### src/rtl/dmem_arbiter.sv
// dmem_arbiter: core/debug arbiter in front of the single-port DataRAM.
// Define DMEM_ARB_FAIR_EN to add the anti-starvation forced debug slot.
module dmem_arbiter #(
  parameter int STARVE_LIMIT = 4,
  parameter int ADDR_W       = 8
) (
  input  logic              clock,
  input  logic              clear,
  input  logic              core_req,
  input  logic              core_we,
  input  logic [ADDR_W-1:0] core_addr,
  input  logic [31:0]       core_wdata,
  output logic              core_stall,
  output logic              core_rvalid,
  output logic [31:0]       core_rdata,
  input  logic              dbg_req,
  input  logic              dbg_we,
  input  logic [ADDR_W-1:0] dbg_addr,
  input  logic [31:0]       dbg_wdata,
  output logic              dbg_gnt,
  output logic              dbg_rvalid,
  output logic [31:0]       dbg_rdata,
  output logic [ADDR_W-1:0] mem_addr,
  output logic [31:0]       mem_din,
  output logic              mem_wren,
  input  logic [31:0]       mem_dout
);

  if (STARVE_LIMIT < 1 || STARVE_LIMIT > 15) begin : g_bad_limit
    $error("dmem_arbiter: STARVE_LIMIT must be 1..15");
  end

  logic core_win;
  logic dbg_win;
  logic in_force;

`ifdef DMEM_ARB_FAIR_EN
  localparam logic [3:0] LIM = 4'(STARVE_LIMIT);

  typedef enum logic {
    ARB,
    FORCE
  } state_t;

  state_t     state;
  logic [3:0] starve_cnt;
  logic [3:0] cnt_nxt;

  assign in_force = (state == FORCE);

  // Saturating count of consecutive refused debug cycles
  always_comb begin
    cnt_nxt = 4'd0;
    if (dbg_req && !dbg_gnt) begin
      if (starve_cnt >= LIM)
        cnt_nxt = LIM;
      else
        cnt_nxt = starve_cnt + 4'd1;
    end
  end

  always_ff @(posedge clock or negedge clear) begin
    if (!clear) begin
      state      <= ARB;
      starve_cnt <= 4'd0;
    end else begin
      starve_cnt <= cnt_nxt;
      unique case (state)
        ARB:     state <= (cnt_nxt == LIM) ? FORCE : ARB;
        FORCE:   state <= ARB;
        default: state <= ARB;
      endcase
    end
  end
`else
  assign in_force = 1'b0;
`endif

  always_comb begin
    core_win = 1'b0;
    dbg_win  = 1'b0;
    if (in_force)
      dbg_win = dbg_req;
    else if (core_req)
      core_win = 1'b1;
    else
      dbg_win = dbg_req;
  end

  // A forced slot left unused by the debug port does not hold the core
  assign core_stall = core_req & ~core_win
                    & ~(in_force & ~dbg_req);
  assign dbg_gnt    = dbg_req & dbg_win;

  always_comb begin
    mem_addr = '0;
    mem_din  = '0;
    mem_wren = 1'b0;
    unique case (1'b1)
      core_win: begin
        mem_addr = core_addr;
        mem_din  = core_wdata;
        mem_wren = core_we;
      end
      dbg_win: begin
        mem_addr = dbg_addr;
        mem_din  = dbg_wdata;
        mem_wren = dbg_we;
      end
      default: ;
    endcase
  end

  always_ff @(posedge clock or negedge clear) begin
    if (!clear) begin
      core_rvalid <= 1'b0;
      dbg_rvalid  <= 1'b0;
    end else begin
      core_rvalid <= core_win & ~core_we;
      dbg_rvalid  <= dbg_win & ~dbg_we;
    end
  end

  assign core_rdata = mem_dout;
  assign dbg_rdata  = mem_dout;

endmodule

### config.mk
export PLATFORM = sky130hd
export DESIGN_NAME = dmem_arbiter
export DESIGN_NICKNAME = d
export VERILOG_FILES = /design/src/rtl/dmem_arbiter.sv
export SDC_FILE = /design/constraint.sdc
export NUM_CORES = 1
export LEC_CHECK = 0
export ABC_CLOCK_PERIOD_IN_PS = 1800
export BUFFER_PORTS_ARGS = -buffer_cell sky130_fd_sc_hd__buf_2
export CAP_MARGIN = 20
export CORE_AREA = 4 4 86 88
export CTS_BUF_LIST = sky130_fd_sc_hd__clkbuf_16
export DETAILED_ROUTE_END_ITERATION = 6
export DIE_AREA = 0 0 90 92
export SYNTH_ARGS = -nofsm -noshare
export SYNTH_HDL_FRONTEND = slang
export SYNTH_SLANG_ARGS = --single-unit
export TNS_END_PERCENT = 20
### constraint.sdc
create_clock -name clock -period 1.8 [get_ports clock]
set_input_delay 0.18 -clock clock [delete_from_list [all_inputs] [get_ports clock]]
set_output_delay 0.18 -clock clock [all_outputs]
set_load 0.02 [all_outputs]
## Word-level counts from Yosys, hierarchy flattened

Cells that the tools add are included.

- Muxes and demuxes: 5
- Bitwise operators: 7

Operators by type and width:

| cell | count |
|---|---|
| case mux 32 bit (2 select lines) | 1 |
| case mux 8 bit (2 select lines) | 1 |
| bitwise AND 1 bit | 4 |
| NOT 1 bit | 3 |
| two-way mux 1 bit | 2 |
| case mux 1 bit (2 select lines) | 1 |

- Input port bits: 118
- Register bits: 2
- Output and inout port bits: 109
- Logic and storage cells: 14

## Depth between registers and ports, before layout

Gate-level depths: netlist (run 1).

- Depth in word-level cells: 3
- Depth in mapped cells: 5
- Depth with buffers taken out: 2

## Least setup slack after synthesis (run 1)

OpenSTA, ideal clock, no wires.

- Kind: input to output
- From: input core_req
- To: output mem_addr[0]
- Slack: 723 ps
- Path buffers: 3
- Stages on the path: 5
- Required time: 1,620 ps
- Arrival: 897 ps
- Cell sequence: buf_6 nor2b_4 buf_12 buf_12 a22o_1

- Longest elaborated chain between the ends: 2
- Elaborated cells on any way between the ends: 3
- Classes of those cells: mux (3)

Ends and longest elaborated chain:

| what | line | RTL |
|---|---|---|
| start, declared | 9 | `input logic core_req,` |
| two-way mux 1 bit | 84 | `else if (core_req)` |
| case mux 8 bit (2 select lines) (*) | 99 | `unique case (1'b1)` |
| end, declared | 23 | `output logic [ADDR_W-1:0] mem_addr,` |

Mark *: on every way between the ends. The rest lies on a longest branch, timed or not.

## Worst setup path after layout (run 1)

- From: input core_req
- To: output mem_din[12]

- Longest elaborated chain between the ends: 2
- Elaborated cells on any way between the ends: 3
- Classes of those cells: mux (3)

Ends and longest elaborated chain:

| what | line | RTL |
|---|---|---|
| two-way mux 1 bit | 84 |  |
| case mux 32 bit (2 select lines) (*) | 99 |  |
| end, declared | 24 | `output logic [31:0] mem_din,` |

Marks and branches as above.

==> results of run 1 <==
-- cells by family (layout without fill, tap and decap cells) --
logic type	Yosys count	in the layout
compound gates	41	41
flops	2	2
buf+inv	75	137
other cells	1	1
simple gates	3	3
-- worst max path at each step --
| stage | startpoint | cells after the start | to |
|---|---|---|---|
| 2_1_floorplan | core_req | 5 | mem_addr[0] |
| 3_3_place_gp | dbg_req | 5 | mem_wren |
| 3_5_place_dp | dbg_req | 5 | mem_din[12] |
| 4_1_cts | dbg_req | 5 | mem_din[12] |
| 5_1_grt | dbg_req | 5 | mem_din[12] |
| 6_report | core_req | 5 | mem_din[12] |
-- repair_timing --
action                     CTS  global route
hold buffers                 1             0
setup endpoints to repair    0             0
hold endpoints to repair     2             0
buffers inserted             0             0
-- routing by layer --
layer / global-route usage / up-vias
li1: - / 495
met1: 0.0776 / 459
met2: 0.141 / 102
met3: 0.0361 / 28
met4: 0.0689 / 0
met5: 0 / -
-- flip-flops by register name, indices dropped and copies added (netlist names) --
register / flops
core_rvalid: 1
dbg_rvalid: 1
-- stage by stage --
stage,power [W],hold slack [ps],cells,area (sq um)
finish,0.000750,136,264,1300
global route,0.000795,145,264,1300
CTS,0.000762,132,264,1300
detailed placement,0.000416,-32.5,260,1220
global placement,0.000413,-34.7,260,1220
floorplan,0.000478,-116,122,1060
-- power by group through the flow --
stage          combinational (W)  sequential, W  clock, W
6_report                0.000367      0.0000479  0.000335
5_1_grt                 0.000399      0.0000480  0.000348
4_1_cts                 0.000371      0.0000479  0.000343
3_5_place_dp            0.000368      0.0000483         0
3_3_place_gp            0.000365      0.0000481         0
2_1_floorplan           0.000427      0.0000510         0
-- cells in the final DEF, fill, tap and decap left out --
cell type and instances:
buf_2 129, a22o_1 41, buf_4 4, clkbuf_16 3, dfrtp_1 2, nor2b_4 1
and2b_1 1, nor2b_1 1, conb_1 1, dlygate4sd3_1 1
-- area by class of cell --
type	count	area, sq um	area share
flip-flops and latches	2	50.0	0.0385
clock buffers	3	75.1	0.0577
multi-input cells	45	390	0.300
well taps	80	100	0.0769
repair buffers	134	686	0.527
-- Yosys cell counts --
cell / n / area [sq um]
and2b_1: 1 / 7.51
conb_1: 1 / 3.75
buf_12: 5 / 100
buf_6: 1 / 11.3
buf_2: 2 / 10.0
nor2b_1: 1 / 6.26
clkbuf_1: 2 / 7.51
nor2b_4: 1 / 13.8
dfrtp_1: 2 / 50.1
a22o_1: 41 / 359
buf_4: 65 / 488
==> metrics, run 1 <==
outcome=completed; Port Buf Inserts=129; RSZ-0062 raised after global routing=false; sw frac=0.331; Synth Area in XOR/XNOR=0; Internal Power=0.000502 W; initial drt markers=25; mean post-synth cell area=8.67 sq um; DRC viols=0; GR Util All Layers=0.0832; fmax=793 MHz; met3 wire length=557 um; hold endpoint=core_rvalid; Combinational Power Share=0.489; CP max FO=29; die area=8280 sq um; GPL Wtd Cong=0.623; NetSw=0.000248 W; crit-path cells=buf_2 -> nor2b_4 -> buf_4 -> a22o_1 -> buf_2; mux contribution to synthesized area=0; WS Path Type=in -> out; CTS tree=done; delay of the slowest critical-path stage=300 ps; adder-cell share of the synthesized area=0; DR WL met2=1730 um; total CTS buffers=3; pwr/cell area=577 nW/um^2; CTS root buffer=clkbuf_16; Synth Area in Simple Gates=0.0260; clk slew on worst S/H paths=30 ps; setup total negative slack=0 ps; largest family of logic cells by synthesized area=buffers and inverters; clock share of power=0.447; Die Width=90 um; min-delay src=core_we; CTS H-tree lvls=1; IR drop worst, VDD=0.208 mV; fraction of layout cells with a size suffix above 1=0.745; setup slack after layout=539 ps; clock sink count=2; Avg Vias per Cell=4.11; Worst Path Buf+Inv=3; critical path data required time=1620 ps; # diodes=0; final hold viol count=0; Critical Path AT=1080 ps; Syn Std Cell Area=1060 sq um; Rows=30; LEAKAGE=0.787 nW; Mapped Cells=122; max cap viols=0; clock buffer depth=2; Synth Area in Compound Gates=0.340; Setup Viol. Count Final=0; Core Region=6640 sq um; max-slew violations=0; Area Growth Syn to Fin=23.1%; routed length on met1=1170 um; Worst Hold Class=in -> reg; drt total wl=3630 um; DR WL/cell=13.7 um; post-layout util=0.196; Starting Density=0.159; FF+latch count, synth=2; Place WS=508 ps; Crit path max-delay family=buffers and inverters; largest net degree at the start of global routing=30; Period minus WS final=1260 ps; crit end category=output pin; post-synthesis cell type count=11; Hold Crit Depth=2; critical-path cell with the highest stage delay=buf_4; first-pass GRT wire length=5630 um; part of the power in registers=0.064; Startpoint Class=input pin; I/O pins=227; Seq/Total Area, Yosys=0.0473; first drt pass iteration count=4; cell mode on critical path=buf_2; Fillers=732; final worst-path cycle share=0.701; antenna viol nets, final=0; Die Y=92 um; Top Metal Used=met4; via count=1084; cts repair resizes=0; yosys warns=0; initial antenna violation count=0; vias in the first global route=1114; grt ovf=0; syn_nets=240; DP Wirelength=3080 um; Nets=304
Note: power is estimated with default switching activity, not from simulation.
==> inputs of run 2 (changes only) <==
Settings changed: ABC_CLOCK_PERIOD_IN_PS 1800 to 1050.
Clock period 1.8 ns to 1.05 ns, I/O delays scaled along.
==> run 2 against run 1 <==
Net effect:
- critical path depth is the same
- sequential share of layout area shrank 0.23 points
- setup slack lost 480 ps
- critical path type unchanged
- largest power group unchanged
==> metrics, run 2 (same netlist as run 1, synthesis figures left out) <==
crit end category=output pin; Finished Layout Cells=266; vias in the first global route=1090; final hold viol count=0; Placed Area=1240 sq um; via count=1104; total CTS buffers=3; NetSw=0.000444 W; grt ovf=0; WS Path Type=in -> out; Avg Vias per Cell=4.15; # diodes=0; Fillers=739; IR drop worst, VDD=0.364 mV; initial drt markers=25; Place WS=26.3 ps; critical path data required time=940 ps; Internal Power=0.000905 W; clock sink count=2; Period minus WS final=989 ps; commonest cells after routing, fill and taps aside=buf_2 (110), a22o_1 (41), buf_4 (22); Starting Density=0.159; clock buffer depth=2; Nets=306; antenna viol nets, final=0; fmax=1010 MHz; Core Region=6640 sq um; post-route cell area=1380 sq um; Critical Path AT=880 ps; CP max FO=33; clk slew on worst S/H paths=30 ps; CTS tree=done; Port Buf Inserts=129; first-pass GRT wire length=5340 um; sw frac=0.329; Area Growth Syn to Fin=30.9%; DRC viols=0; DP Wirelength=3140 um; fraction of layout cells with a size suffix above 1=0.747; final worst-path cycle share=0.942; pwr/cell area=974 nW/um^2; GPL Wtd Cong=0.664; Combinational Power Share=0.502; Top Registers=core_rvalid: 1 flops, dbg_rvalid: 1 flops; CTS H-tree lvls=1; Placed Cells incl. Taps=262; Die Width=90 um; Setup Viol. Count Final=0; part of the power in registers=0.061; LEAKAGE=0.815 nW; Rows=30; initial antenna violation count=0; GR Util All Layers=0.0812; Startpoint Class=input pin; drt total wl=3690 um; max-slew violations=0; setup slack after layout=60.6 ps; clock share of power=0.437; I/O pins=227; CTS root buffer=clkbuf_16; max cap viols=0; post-layout util=0.208; die area=8280 sq um; register area=50.0 sq um; outcome=completed; RSZ-0062 raised after global routing=false; largest net degree at the start of global routing=34; area occupied by multi-input gates=390 sq um; Worst Hold Class=in -> reg; DR WL/cell=13.9 um; setup total negative slack=0 ps; Die Y=92 um; commonest non-fill, non-tap cell in the layout=buf_2; first drt pass iteration count=4
run 2: path summary, 6_finish.rpt:
| kind | start | slack, ps | cells past startpoint | end |
|---|---|---|---|---|
| min | core_we | 50 | 2 | core_rvalid |
| max in group asynchronous | clear | 740 | 2 | core_rvalid |
| min in group asynchronous | clear | 220 | 2 | dbg_rvalid |
| max | core_req | 60 | 5 | mem_din[7] |
run 2: power by group through the flow:
stage	registers, W	clock network, W	logic [W]
global route	0.0000824	0.000610	0.000729
CTS	0.0000819	0.000611	0.000650
global placement	0.0000824	0	0.000640
floorplan	0.0000874	0	0.000732
detailed placement	0.0000825	0	0.000644
finish	0.0000819	0.000589	0.000677
run 2: layout make-up:
cell class,instances,area share
Timing Repair Buffer,136,0.555
Tap cell,80,0.0723
Sequential cell,2,0.0362
Multi-Input combinational cell,45,0.282
Clock buffer,3,0.0542
run 2: critical path: stages:
cell	delay [ps]
buf_4	130
nor2b_4	150
buf_12	190
a22o_1	140
buf_2	160
run 2: metal layers:
metal / track usage / part of all wire / vias up
li1: - / - / 499
met2: 0.142 / 0.50 / 102
met5: 0 / 0 / -
met4: 0.0689 / 0.053 / 0
met1: 0.0698 / 0.29 / 473
met3: 0.0386 / 0.16 / 30
run 2: timing repair:
| item | CTS | global route |
|---|---|---|
| setup buffers | 0 | 0 |
| endpoints found under the setup margin | 0 | 26 |
| hold buffers | 1 | 0 |
| gates resized for setup | 0 | 20 |
| hold endpoints to repair | 2 | 0 |
run 2: stage by stage:
stage	hold WS (ps)	total power, W
after floorplan	-191	0.000819
after global placement	-109	0.000723
after detailed placement	-110	0.000727
after CTS	48.1	0.00134
after global routing	56.8	0.00142
final	51.8	0.00135
==> inputs of run 3 (changes only) <==
Settings changed: ABC_AREA from default to 1, PLACE_DENSITY from default to 0.67, SLEW_MARGIN from default to 40.
==> run 3 against run 2 <==
Net effect:
- clock-buffer cell count is the same
- worst hold slack gained 0.64 ps
- cell count grew 31%
- critical path depth is the same
- via count grew 29%
- sequential power grew 0.5%
- first-iteration DRC count shrank 56%
- critical endpoint is now mem_din[17]
- largest power group unchanged
==> metrics, run 3 <==
critical-path cell with the highest stage delay=inv_12; fraction of layout cells with a size suffix above 1=0.664; fmax=1050 MHz; cell mode on critical path=buf_2; mux contribution to synthesized area=0; adder-cell share of the synthesized area=0; Setup Viol. Count Final=0; Power Total=0.00138 W; Critical Path AT=850 ps; max cap viols=0; Worst Hold Class=in -> reg; drt total wl=3900 um; Synth area leaders=buf_4 (36%), nand3_2 (27%), nand2_1 (21%); I/O pins=227; syn_nets=328; yosys warns=0; first drt pass iteration count=4; Mapped Cells=210; CP max FO=42; GR Util All Layers=0.0851; LEAKAGE=1.04 nW; post-synthesis cell type count=14; setup slack after layout=95.3 ps; setup total negative slack=0 ps; Top Registers=core_rvalid: 1 flops, dbg_rvalid: 1 flops; Primary FF master, synth=dfrtp_1; outcome=completed; CTS tree=done; Synth Area in XOR/XNOR=0; largest net degree at the start of global routing=43; Port Buf Inserts=129; CTS H-tree lvls=1; mean post-synth cell area=7.02 sq um; initial antenna violation count=0; GPL Wtd Cong=0.662; clock sink count=2; commonest cells after routing, fill and taps aside=buf_2 (129), nand2_1 (82), nand3_2 (40); WS Path Type=in -> out; postcts setup bufs=0; Fillers=748; Final Hold Slack=52.4 ps; Die Y=92 um; Synth area leader=buf_4; final hold viol count=0; commonest cells in the netlist=nand2_1 (82), buf_4 (70), nand3_2 (40), buf_12 (4), clkbuf_8 (4); Starting Density=0.222; fraction of registers with async set/reset=1.00; Startpoint Class=input pin; Avg Vias per Cell=4.08; count leader, synth=nand2_1; first-pass GRT wire length=6150 um; top cell type's share of synthesized area=0.357; initial drt markers=11; clock buffer depth=2; commonest non-fill, non-tap cell in the layout=buf_2; Synth Area in Compound Gates=0; Post-CTS Hold Fix Bufs=1; RSZ-0062 raised after global routing=false; DP Wirelength=3290 um; cts repair resizes=0; IR drop worst, VDD=1.11 mV; critical path data required time=940 ps; delay of the slowest critical-path stage=220 ps; DRC viols=0; # diodes=0; total CTS buffers=3; CTS root buffer=clkbuf_16; grt ovf=0; pwr/cell area=815 nW/um^2; crit end category=output pin; Die Width=90 um; via count=1420; largest family of logic cells by synthesized area=simple AND/OR/NAND/NOR gates; vias in the first global route=1366; EDFF count, synth=0; Synth Area in Simple Gates=0.494; Place WS=79.5 ps; antenna viol nets, final=0; Period minus WS final=955 ps; Crit path max-delay family=buffers and inverters; Syn Std Cell Area=1470 sq um; Seq/Total Area, Yosys=0.0340; FF+latch count, synth=2; Area Growth Syn to Fin=14.5%; Nets=388; DR WL/cell=11.2 um; Rows=30; crit-path cells=buf_2 -> inv_12 -> nand3_2 -> nand2_1 -> buf_2; Worst Path Buf+Inv=3; Core Region=6640 sq um; clk slew on worst S/H paths=30 ps; die area=8280 sq um; final worst-path cycle share=0.909; max-slew violations=0
==> run 3: changes by cell type in the layout (fill, tap and decap cells not counted), sizes merged <==
cell   delta
inv       +2
nor2b     -2
nor2      +2
buf       -2
nand3    +41
nor3      +1
nand2    +82
and2b     -1
a22o     -41
==> run 3: worst paths after layout <==
| kind | from | endpoint | cells after the start |
|---|---|---|---|
| worst min-delay path | core_we | core_rvalid | 2 |
| worst max-delay path | core_req | mem_din[17] | 5 |
| min in group asynchronous | clear | core_rvalid | 2 |
| max in group asynchronous | clear | dbg_rvalid | 2 |
==> run 3: cell families after synthesis <==
group                  Yosys count
buffers and inverters           81
other                            1
DFF                              2
and+or+nand+nor                126
==> run 3: final cells by class <==
class                      instances  area, sq um  share of cell area
sequential                         2         50.0              0.0297
multi-input combinational        127          732               0.434
inverter                           2         20.0              0.0119
tap                               80          100              0.0593
timing repair buffer             134          711               0.421
clock buffer                       3         75.1              0.0445
==> run 3: through the flow <==
| step | instances | util | area (sq um) |
|---|---|---|---|
| 2_1_floorplan | 210 | - | 1470 |
| 3_3_place_gp | 344 | 0.241 | 1600 |
| 3_5_place_dp | 344 | 0.241 | 1600 |
| 4_1_cts | 348 | 0.254 | 1690 |
| 5_1_grt | 348 | 0.254 | 1690 |
| 6_report | 348 | 0.254 | 1690 |
==> run 3: where the power goes <==
part	total (W)	internal [W]	switching, W
sequential	0.0000823	0.0000811	0.00000117
clock	0.000572	0.000485	0.0000875
combinational	0.000721	0.000292	0.000429
==> run 3: per-layer routing <==
metal | vias to the layer above | GRT usage | wire (um)
met5 | - | 0 | 0
met4 | 0 | 0.0383 | 108
met3 | 19 | 0.0353 | 515
met2 | 84 | 0.159 | 2010
met1 | 609 | 0.0810 | 1260
li1 | 708 | - | -
